**src/rtl/seq_mult_core_pkg.sv**
```systemverilog
// Shared widths, constants and FSM state type for the sequential multiplier.
package seq_mult_core_pkg;

  localparam int DW    = 8;
  localparam int DW_2  = 2 * DW;
  localparam int CNT_W = $clog2(DW);

  localparam logic [DW_2-1:0]  ZERO     = '0;
  localparam logic [DW_2-1:0]  ONE      = DW_2'(1);
  localparam logic             BIT_ZERO = 1'b0;
  localparam logic             BIT_ONE  = 1'b1;
  localparam logic [CNT_W-1:0] CNT_LAST = CNT_W'(DW - 1);

  typedef enum logic [1:0] {
    IDLE = 2'd0,
    RUN  = 2'd1,
    DONE = 2'd2
  } mult_state_t;

endpackage

```
**src/rtl/seq_mult_core_mag.sv**
```systemverilog
// Combinational magnitude and sign split of a DW-bit operand; passes through when unsigned.
module twos_comp_mag
  import seq_mult_core_pkg::*;
#(
  parameter bit SIGNED = 1'b1
) (
  input  logic [DW-1:0] x,
  output logic [DW-1:0] mag,
  output logic          sign
);

  // The most negative value negates to itself, which is its correct unsigned magnitude.
  always_comb begin
    sign = SIGNED ? x[DW-1] : BIT_ZERO;
    mag  = sign ? -x : x;
  end

endmodule

```
**src/rtl/seq_mult_core.sv**
```systemverilog
// Shift-add multiplier: magnitudes are multiplied over DW fixed cycles, sign applied at the end.
module seq_mult_core
  import seq_mult_core_pkg::*;
#(
  parameter bit SIGNED = 1'b1
) (
  input  logic            clk,
  input  logic            rst,
  input  logic            charged,
  input  logic [DW-1:0]   multiplier,
  input  logic [DW_2-1:0] multiplicand,
  output logic            busy,
  output logic            ready,
  output logic [DW_2-1:0] product
);

  mult_state_t      state, state_next;
  logic [DW_2-1:0]  acc;
  logic [DW_2-1:0]  mcand;
  logic [DW-1:0]    mplier;
  logic [CNT_W-1:0] cnt;
  logic             neg;

  logic [DW-1:0]    mplier_mag, mcand_mag;
  logic             mplier_sign, mcand_sign;

  // Upper multiplicand bits carry no meaning for this datapath.
  logic             mcand_hi_unused;
  assign mcand_hi_unused = ^multiplicand[DW_2-1:DW];

  twos_comp_mag #(.SIGNED(SIGNED)) u_mplier_mag (
    .x    (multiplier),
    .mag  (mplier_mag),
    .sign (mplier_sign)
  );

  twos_comp_mag #(.SIGNED(SIGNED)) u_mcand_mag (
    .x    (multiplicand[DW-1:0]),
    .mag  (mcand_mag),
    .sign (mcand_sign)
  );

  // NOTE: next-state is assigned a default before the case so no latch is inferred.
  always_comb begin
    state_next = state;
    case (state)
      IDLE:    if (charged) state_next = RUN;
      RUN:     if (cnt == CNT_LAST) state_next = DONE;
      DONE:    state_next = IDLE;
      default: state_next = IDLE;
    endcase
  end

  assign busy = (state != IDLE);

  // NOTE: all state updates are non-blocking so every register sees pre-edge values.
  always_ff @(posedge clk or negedge rst) begin
    if (!rst) begin
      state   <= IDLE;
      ready   <= BIT_ZERO;
      product <= ZERO;
      acc     <= ZERO;
      mcand   <= ZERO;
      mplier  <= '0;
      cnt     <= '0;
      neg     <= BIT_ZERO;
    end else begin
      state <= state_next;
      ready <= BIT_ZERO;
      case (state)
        IDLE: begin
          if (charged) begin
            mplier <= mplier_mag;
            mcand  <= {{DW{BIT_ZERO}}, mcand_mag};
            neg    <= mplier_sign ^ mcand_sign;
            acc    <= ZERO;
            cnt    <= '0;
          end
        end
        RUN: begin
          if (mplier[0]) acc <= acc + mcand;
          mcand  <= mcand << 1;
          mplier <= mplier >> 1;
          cnt    <= cnt + CNT_W'(1);
        end
        DONE: begin
          product <= neg ? (ZERO - acc) : acc;
          ready   <= BIT_ONE;
        end
        default: ;
      endcase
    end
  end

endmodule

```
**config.mk**
```make
export PLATFORM = sky130hd
export DESIGN_NAME = seq_mult_core
export DESIGN_NICKNAME = d
export VERILOG_FILES = /design/src/rtl/seq_mult_core_pkg.sv /design/src/rtl/seq_mult_core_mag.sv /design/src/rtl/seq_mult_core.sv
export SDC_FILE = /design/constraint.sdc
export NUM_CORES = 1
export LEC_CHECK = 0
export CAP_MARGIN = 40
export CORE_MARGIN = 10
export CORE_UTILIZATION = 61
export DETAILED_ROUTE_END_ITERATION = 10
export GPL_TIMING_DRIVEN = 1
export PLACE_DENSITY = 0.87
export SYNTH_ARGS = -nofsm -noshare
export SYNTH_HDL_FRONTEND = slang
export SYNTH_HIERARCHICAL = 1
export SYNTH_SLANG_ARGS = --single-unit
```
**constraint.sdc**
```tcl
create_clock -name clk -period 4.9 [get_ports clk]
set_input_delay 0.735 -clock clk [delete_from_list [all_inputs] [get_ports clk]]
set_output_delay 0.735 -clock clk [all_outputs]
set_load 0.05 [all_outputs]
```
==> results of run 1 <==
==> final timing paths <==
path | start | depth (start not counted) | slack (ns) | endpoint
max reg2reg | acc[0] | 9 | 2.39 | acc[12]
max | acc[0] | 9 | 2.39 | acc[12]
min reg2reg | product[11] | 2 | 0.48 | product[11]
min in group asynchronous | rst | 2 | 0.55 | product[2]
min | product[11] | 2 | 0.48 | product[11]
max in group asynchronous | rst | 2 | 3.83 | mcand[9]
==> final cells by class <==
cell class | count | area, sq um | share of cell area (%)
clock buffer | 13 | 159 | 3.61
clock inverter | 3 | 65.1 | 1.48
inverter | 15 | 56.3 | 1.28
multi-input combinational | 336 | 2050 | 46.5
sequential | 63 | 1580 | 35.8
tap | 75 | 93.8 | 2.13
timing repair buffer | 42 | 408 | 9.26
==> synthesized netlist by cell type, types with 5 or more instances <==
cell	n	area, sq um
nand2_1	99	372
dfrtp_1	63	1580
o21ai_0	52	260
nor2_1	22	82.6
clkbuf_1	20	75.1
ha_1	20	250
a31oi_1	18	113
xnor2_1	18	158
xor2_1	18	158
inv_1	15	56.3
a21oi_1	11	55.1
nand3_1	9	45.0
nand2b_1	8	50.1
o31ai_1	5	37.5
==> report_power, final <==
part | switching (mW) | internal, mW | leakage (nW) | total, mW
clock network | 0.188 | 0.314 | 0.114 | 0.502
registers | 0.235 | 0.760 | 0.763 | 0.995
logic | 1.08 | 0.707 | 1.10 | 1.79
total | 1.51 | 1.78 | 1.98 | 3.29
==> cells by family after synthesis <==
logic type / synth area share (%)
buffers and inverters: 4.26
multiplexers: 0.264
XOR/XNOR: 8.33
adder cells (fa/ha/maj): 7.14
AO/OA/AOI/OAI: 18.9
flip-flops: 41.7
AND/OR/NAND/NOR: 19.4
==> layer usage <==
metal | up-vias | GRT usage [%] | routed length, microns
li1 | 1576 | - | -
met2 | 99 | 27.3 | 3690
met3 | 20 | 4.05 | 501
met4 | 0 | 8.38 | 190
met1 | 1464 | 19.5 | 3480
met5 | - | 0 | 0
==> sequential cells by signal, indices dropped and copies added (netlist names) <==
| signal | cells |
|---|---|
| neg | 1 |
| mcand | 16 |
| mplier | 8 |
| cnt | 3 |
| ready | 1 |
| product | 16 |
| state | 2 |
| acc | 16 |
==> placed cells by master, fill, tap and decap left out, types with 2 or more instances in the layout <==
| cell type | n |
|---|---|
| o41ai_1 | 3 |
| a221oi_1 | 2 |
| or3_4 | 2 |
| bufinv_16 | 2 |
| dfrtp_1 | 63 |
| nor2_1 | 22 |
| ha_1 | 20 |
| a311o_1 | 2 |
| clkbuf_1 | 2 |
| o22ai_1 | 2 |
| or3_1 | 3 |
| a211oi_1 | 2 |
| o21ai_1 | 4 |
| a21oi_1 | 11 |
| nand2_1 | 99 |
| clkdlybuf4s50_1 | 35 |
| and2_1 | 2 |
| nor4_1 | 3 |
| xor2_1 | 18 |
| nand3_1 | 9 |
| o21ai_0 | 52 |
| a21o_1 | 4 |
| clkbuf_8 | 11 |
| a31oi_1 | 18 |
| nand2b_1 | 8 |
| nand4_1 | 2 |
| o31ai_2 | 4 |
| nor2b_1 | 4 |
| or2_2 | 2 |
| o31ai_1 | 5 |
| xnor2_1 | 18 |
| inv_1 | 15 |
| buf_4 | 5 |
==> per-stage QoR <==
stage	instance area, sq um	hold slack [ns]	power [mW]	cells
final	4410	0.476	3.29	547
after global placement	4170	0.461	2.72	530
after detailed placement	4180	0.470	2.78	531
after CTS	4410	0.483	3.29	547
after floorplan	3780	0.439	2.32	438
after global routing	4410	0.502	3.58	547
==> critical path: stages, from the launching register on <==
cell	delay, ns
dfrtp_1	0.43
ha_1	0.20
inv_1	0.06
fa_1	0.37
nor2b_1	0.22
o211ai_1	0.15
a31oi_1	0.43
o21ai_0	0.19
and3b_1	0.20
o31ai_1	0.17
==> results.cfg, run 1 <==
[yosys]
syn_area_sq_mm = 0.00378
synth_nets = 486
ys_types = 45
ys_ff_latch = 63
synth_seq_area_share_pct = 41.7
syn_area_per_cell_sq_um = 8.64
ys_warn_count = 6
synth_edf_count = 0
yosys_most_used_dff = dfrtp_1
async_reset_ff_share_pct = 100
synthCells = 438

[grt]
grt_pass1_wl_mm = 13.6
grt_pass1_vias = 3020
grt_max_degree = 64
groute.usage.overall_pct = 16.5
antenna_found_initial = 0
grt-ovfl-total = 0

[run]
max_cap_violations = 0

[clock_network]
worstSkewPairLatency_ns = 0.34
cts_made_buffers = 9
htreeDepth = 3
clk_path_buf_depth = 2
cts_tree = built
cts_root_buffer = clkbuf_8
post_cts_buffers = 0
ctsResizeCount = 0
cts-hold-fix-buffers = 0
cts.sinks = 63
clk_pin_slew_ns = 0.07

[run_status]
outcome = finished, final reports clean

[place]
io_buffer_count = 36
routabilityCongestion = 0.938
place_ws_ns = 2.40
dp_hpwl_mm = 5.91

[final_layout]
nFillCells = 445
syn2layout_area_growth_pct = 16.4
layout.nets = 515
n_antenna_cell = 0
final_util_pct = 74.0
drive_gt1_share_pct = 6.78

[detailed_routing]
first_pass_iters = 5
drt_iter0_drc = 243
ant_nets = 0
drt-vias-per-instance = 5.78
drt-wirelength-per-cell_microns = 14.4
vias = 3159
drc = 0
routed_wl_mm = 7.86

[setup_path]
crit_type = flip-flop to flip-flop
cp_data_arrival_time_ns = 2.76
worst-path-max-fanout = 5
critPathLaunchType = flip-flop
critPathCaptureType = flip-flop
timing.critical_path.required_ns = 5.14

[power_and_ir_drop]
vdd_drop_max_v = 0.000456
power.density_mw_per_mm2 = 746
leakage_nw = 1.98

[sta]
tns_ns = 0
hold_viol = 0
tightest_slew_ns = 0.771
setup_ws_ns = 2.39
rsz0062_at_grt = false
finClkSkew_ns = 0.00948
slew-limit-headroom_pct = 48.6
fin_crit_sh_pct = 51.3
final.min_clock_period_ns = 2.51
setup_viol = 0
slew_violations = 0
fmax_mhz = 398

[die]
core_region_area_sq_mm = 0.00596
pin_count = 45
die_w_microns = 98.8
dieHeight_microns = 98.8
start_util_pct = 63.6
rows = 28
dieArea_sq_mm = 0.00976

[min_path]
worstHoldPathType = flip-flop to flip-flop
No activity file was read; power rests on OpenSTA's default activity.
==> run 2: changes to the inputs <==
--- a/config.mk
+++ b/config.mk
@@ -7,10 +7,10 @@
 export LEC_CHECK = 0
 export CAP_MARGIN = 40
 export CORE_MARGIN = 10
-export CORE_UTILIZATION = 61
+export CORE_UTILIZATION = 51
 export DETAILED_ROUTE_END_ITERATION = 10
 export GPL_TIMING_DRIVEN = 1
-export PLACE_DENSITY = 0.87
+export PLACE_DENSITY = 0.78
 export SYNTH_ARGS = -nofsm -noshare
 export SYNTH_HDL_FRONTEND = slang
 export SYNTH_HIERARCHICAL = 1
==> constraint.sdc (replaced) <==
create_clock -name clk -period 2.2 [get_ports clk]
set_input_delay 0.33 -clock clk [delete_from_list [all_inputs] [get_ports clk]]
set_output_delay 0.33 -clock clk [all_outputs]
set_load 0.05 [all_outputs]
==> run 2 against run 1 <==
Compared with the run above:
- first-iteration DRC count decreased by 38%
- sequential power increased by 110%
- utilization decreased by 10 points
- design area increased by 5.1%
- global-route usage decreased by 1.8 points
- fmax increased by 21%
- sequential share of layout area decreased by 1.7 points
- clock-buffer cell count unchanged
- die area increased by 15%
- clock power increased by 110%
- total power increased by 130%
- critical endpoint is now acc[14]
==> results.cfg, run 2 (synthesis gave the netlist of run 1 again) <==
[run_status]
outcome = finished, final reports clean

[place]
dp_hpwl_mm = 6.01
place_ws_ns = 0.0535
dp.cells = 571
routabilityCongestion = 0.887
io_buffer_count = 36
dpl_cell_area_sq_mm = 0.00434

[setup_path]
crit_type = flip-flop to flip-flop
reg2reg_slack_ns = 0.12
slowest_stage = dfrtp_1
critPathTopFamily = compound AO/OA/AOI/OAI gates
crit_path_cell_trace = ha_1 > a21oi_1 > o21ai_0 > a221o_1 > a221oi_4 > xor2_1 > o21ai_1
crit_buf_inv = 0
max_stage_delay_ns = 0.41
timing.critical_path.required_ns = 2.41
cp_data_arrival_time_ns = 2.30
worst-path-max-fanout = 6
critPathCaptureType = flip-flop
critPathLaunchType = flip-flop

[sta]
finClkSkew_ns = 0.00488
rsz0062_at_grt = true
hold_viol = 0
slew-limit-headroom_pct = 51.3
setup_viol = 0
slew_violations = 0
setup_ws_ns = 0.115
tns_ns = 0
tightest_slew_ns = 0.728
fin_crit_sh_pct = 94.8
final.min_clock_period_ns = 2.08
timing.hold.ws_ns = 0.477
fmax_mhz = 480

[grt]
grt_pass1_vias = 3071
grt_pass1_wl_mm = 13.7
antenna_found_initial = 0
grt-ovfl-total = 0
grt_max_degree = 64
groute.usage.overall_pct = 14.7

[die]
dieHeight_microns = 106
core_region_area_sq_mm = 0.00725
start_util_pct = 52.2
pin_count = 45
dieArea_sq_mm = 0.0113
rows = 31
die_w_microns = 106

[final_layout]
n_antenna_cell = 0
reg_top3 = acc (16), mcand (16), product (16)
most-common-layout-cells = 99 x nand2_1, 63 x dfrtp_1, 49 x o21ai_0
drive_gt1_share_pct = 12.9
final_common_cell = nand2_1
layout.nets = 533
instances_no_fill = 589
nFillCells = 620
final_area_sq_mm = 0.00463
final_util_pct = 63.8
syn2layout_area_growth_pct = 22.3

[power_and_ir_drop]
leakage_nw = 2.06
pwr-share-seq_pct = 27.6
swShare_pct = 45.9
p_sw_mw = 3.51
intPower_mw = 4.13
power.density_mw_per_mm2 = 1650
power_frac_comb_pct = 58.8
clockPowerShare_pct = 13.6
fin_total_pwr_mw = 7.64
vdd_drop_max_v = 0.000619

[detailed_routing]
ant_nets = 0
routed_wl_mm = 8.33
vias = 3185
drt_iter0_drc = 150
drc = 0
drt-wirelength-per-cell_microns = 14.1
drt-vias-per-instance = 5.41
first_pass_iters = 4

[run]
max_cap_violations = 0

[clock_network]
cts_tree = built
clk_pin_slew_ns = 0.07
worstSkewPairLatency_ns = 0.34
htreeDepth = 3
cts_made_buffers = 9
cts_root_buffer = clkbuf_8
clk_path_buf_depth = 2
cts.sinks = 63

[min_path]
worstHoldPathType = flip-flop to flip-flop
==> run 2: metal layers <==
| metal | wire length [microns] | global-route usage (%) |
|---|---|---|
| met5 | 0 | 0 |
| met4 | 70 | 5.61 |
| met3 | 423 | 4.77 |
| met2 | 4150 | 24.6 |
| met1 | 3690 | 17.0 |
==> run 2: layout make-up <==
cell class / instances / area [sq um] / area share, %
clock buffer: 13 / 169 / 3.65
tap: 99 / 124 / 2.68
sequential: 63 / 1580 / 34.1
multi-input combinational: 336 / 2110 / 45.6
timing repair buffer: 60 / 551 / 11.9
inverter: 15 / 56.3 / 1.22
clock inverter: 3 / 40.0 / 0.865
==> run 2: power by group through the flow <==
stage                     clock network (mW)  logic, mW  registers, mW
after floorplan                            0       2.63           2.54
after global placement                     0       4.13           2.09
after detailed placement                   0       4.30           2.12
after CTS                               1.06       4.32           2.10
after global routing                    1.13       4.97           2.19
final                                   1.04       4.49           2.11
==> run 2: final timing paths <==
check                      depth (start not counted)    endpoint  startpoint
max                                                7     acc[14]      acc[7]
min                                                2  product[8]  product[8]
max reg2reg                                        7     acc[14]      acc[7]
min reg2reg                                        2  product[8]  product[8]
max in group asynchronous                          3   mplier[2]         rst
min in group asynchronous                          3  product[1]         rst
==> run 2: worst register-to-register path, stage by stage, from the launching register on <==
cell	delay, ns
dfrtp_1	0.41
ha_1	0.40
a21oi_1	0.19
o21ai_0	0.12
a221o_1	0.36
a221oi_4	0.24
xor2_1	0.16
o21ai_1	0.07
==> run 2: what timing repair did <==
item                                    4_1_cts  5_1_grt
endpoints found under the hold margin        20        0
hold buffers                                  1        0
endpoints found under the setup margin        0        8
resized for setup                             0       17
buffers inserted                              0        1
==> run 3: changes to the inputs <==
--- a/config.mk
+++ b/config.mk
@@ -8,6 +8,7 @@
 export CAP_MARGIN = 40
 export CORE_MARGIN = 10
 export CORE_UTILIZATION = 51
+export CTS_CLUSTER_SIZE = 20
 export DETAILED_ROUTE_END_ITERATION = 10
 export GPL_TIMING_DRIVEN = 1
 export PLACE_DENSITY = 0.78
==> constraint.sdc (replaced) <==
create_clock -name clk -period 1.68 [get_ports clk]
set_input_delay 0.252 -clock clk [delete_from_list [all_inputs] [get_ports clk]]
set_output_delay 0.252 -clock clk [all_outputs]
set_load 0.05 [all_outputs]
==> run 3 against run 2 <==
Compared with the run above:
- the flow now finishes with violations (setup timing)
- sequential share of layout area shrank 5.4 points
- clock-buffer cell count shrank 1
- cell count grew 13%
- non-clock buffer count grew 78
- via count grew 19%
- critical endpoint unchanged
==> results.cfg, run 3 (synthesis gave the netlist of run 1 again) <==
[die]
dieArea_sq_mm = 0.0113
start_util_pct = 52.2
rows = 31
die_w_microns = 106
dieHeight_microns = 106
core_region_area_sq_mm = 0.00725
pin_count = 45

[detailed_routing]
drc = 0
met2_length_mm = 5.79
top_layer = met4
vias = 3793
drt_iter0_drc = 245
dr_wl_met3_microns = 775
ant_nets = 0
drt-wirelength-per-cell_microns = 17.1
drt-vias-per-instance = 5.70
first_pass_iters = 5
routed_wl_mm = 11.4
drt-met1-wl_mm = 4.31

[power_and_ir_drop]
p_sw_mw = 5.93
fin_total_pwr_mw = 13.2
clockPowerShare_pct = 11.8
power.density_mw_per_mm2 = 2380
power_frac_comb_pct = 66.9
intPower_mw = 7.23
leakage_nw = 2.52
swShare_pct = 45.0
vdd_drop_max_v = 0.000849
pwr-share-seq_pct = 21.2

[place]
routabilityCongestion = 0.937
io_buffer_count = 36
dp.cells = 636
dpl_cell_area_sq_mm = 0.00489
dp_hpwl_mm = 7.10

[final_layout]
nFillCells = 473
most-common-layout-cells = 113 x buf_4, 96 x nand2_1, 60 x dfrtp_1
final_area_sq_mm = 0.00552
layout.nets = 611
syn2layout_area_growth_pct = 45.9
drive_gt1_share_pct = 33.9
final_common_cell = buf_4
instances_no_fill = 666
reg_top3 = acc (16), mcand (16), product (16)
final_util_pct = 76.1
n_antenna_cell = 0

[sta]
final.min_clock_period_ns = 2.14
finClkSkew_ns = 0.00971
setup_viol = 23
rsz0062_at_grt = true
tightest_slew_ns = 0.438
hold_viol = 0
setup_ws_ns = -0.458
slew_violations = 0
timing.hold.ws_ns = 0.447
slew-limit-headroom_pct = 70.5
fmax_mhz = 468
fin_crit_sh_pct = 127

[setup_path]
worst-path-max-fanout = 5
critPathLaunchType = flip-flop
timing.critical_path.required_ns = 1.91
cp_data_arrival_time_ns = 2.37
critPathCaptureType = flip-flop
crit_type = flip-flop to flip-flop

[clock_network]
cts_root_buffer = clkbuf_8
htreeDepth = 3
clk_pin_slew_ns = 0.07
cts_tree = built
clk_path_buf_depth = 2
worstSkewPairLatency_ns = 0.35
cts.sinks = 63
cts_made_buffers = 9

[grt]
groute.usage.overall_pct = 19.1
grt_max_degree = 64
grt_pass1_wl_mm = 17.9
antenna_found_initial = 0
grt_pass1_vias = 3906
grt-ovfl-total = 0

[run]
max_cap_violations = 0

[run_status]
outcome = finished, violations left
violations = setup timing

[min_path]
worstHoldPathType = primary input to asynchronous set/reset pin
-- run 3: per-stage QoR --
step                      setup WS (ns)  setup TNS, ns
after global placement           -0.303          -3.26
final                            -0.458          -5.66
after global routing             -0.522          -7.55
after CTS                        -0.344          -3.89
after detailed placement         -0.418          -4.84
after floorplan                  -0.272          -1.78
-- run 3: worst max-delay path, stage by stage (launching register included) --
cell      delay [ns]
dfrtp_1         0.41
ha_2            0.21
inv_2           0.06
fa_2            0.21
nor2b_2         0.05
o211ai_1        0.27
a31oi_2         0.15
buf_6           0.16
a221oi_4        0.27
xor2_1          0.17
o21ai_1         0.07
-- run 3: final timing paths --
path / end / from / slack (ns) / cells after the start
worst max register to register: acc[14] / mcand[0] / -0.46 / 10
worst min-delay path: ready / rst / 0.45 / 3
max in group asynchronous: acc[6] / rst / 0.94 / 3
min in group clk: product[2] / product[2] / 0.48 / 2
worst max-delay path: acc[14] / mcand[0] / -0.46 / 10
worst min register to register: product[2] / product[2] / 0.48 / 2
-- run 3: timing repair --
action / CTS / global route
hold buffers: 1 / 0
resized for setup: 41 / 24
pin swaps: 26 / 21
buffers inserted: 12 / 6
endpoints found under the setup margin: 22 / 24
gates cloned: 0 / 0
endpoints found under the hold margin: 63 / 0
-- run 3: power by group through the flow --
stage                     registers, mW  clock network [mW]  logic, mW
after floorplan                    3.38                   0       3.77
after global placement             2.73                   0       6.93
after detailed placement           2.77                   0       7.19
after CTS                          2.76                1.54       8.03
after global routing               2.87                1.65       9.49
final                              2.80                1.55       8.81
-- run 3: area by class of cell --
cell class                 count  area [sq um]  area share, %
timing repair buffer         138          1120           20.3
clock inverter                 3          65.1           1.18
clock buffer                  12           165           2.99
multi-input combinational    336          2410           43.6
tap                           99           124           2.24
sequential                    63          1580           28.6
inverter                      15          56.3           1.02
-- run 3: per-layer routing --
metal | global-route usage (%) | vias up
met3 | 4.35 | 55
met5 | 0 | -
met1 | 20.4 | 1810
met4 | 10.4 | 0
met2 | 34.3 | 159
li1 | - | 1769
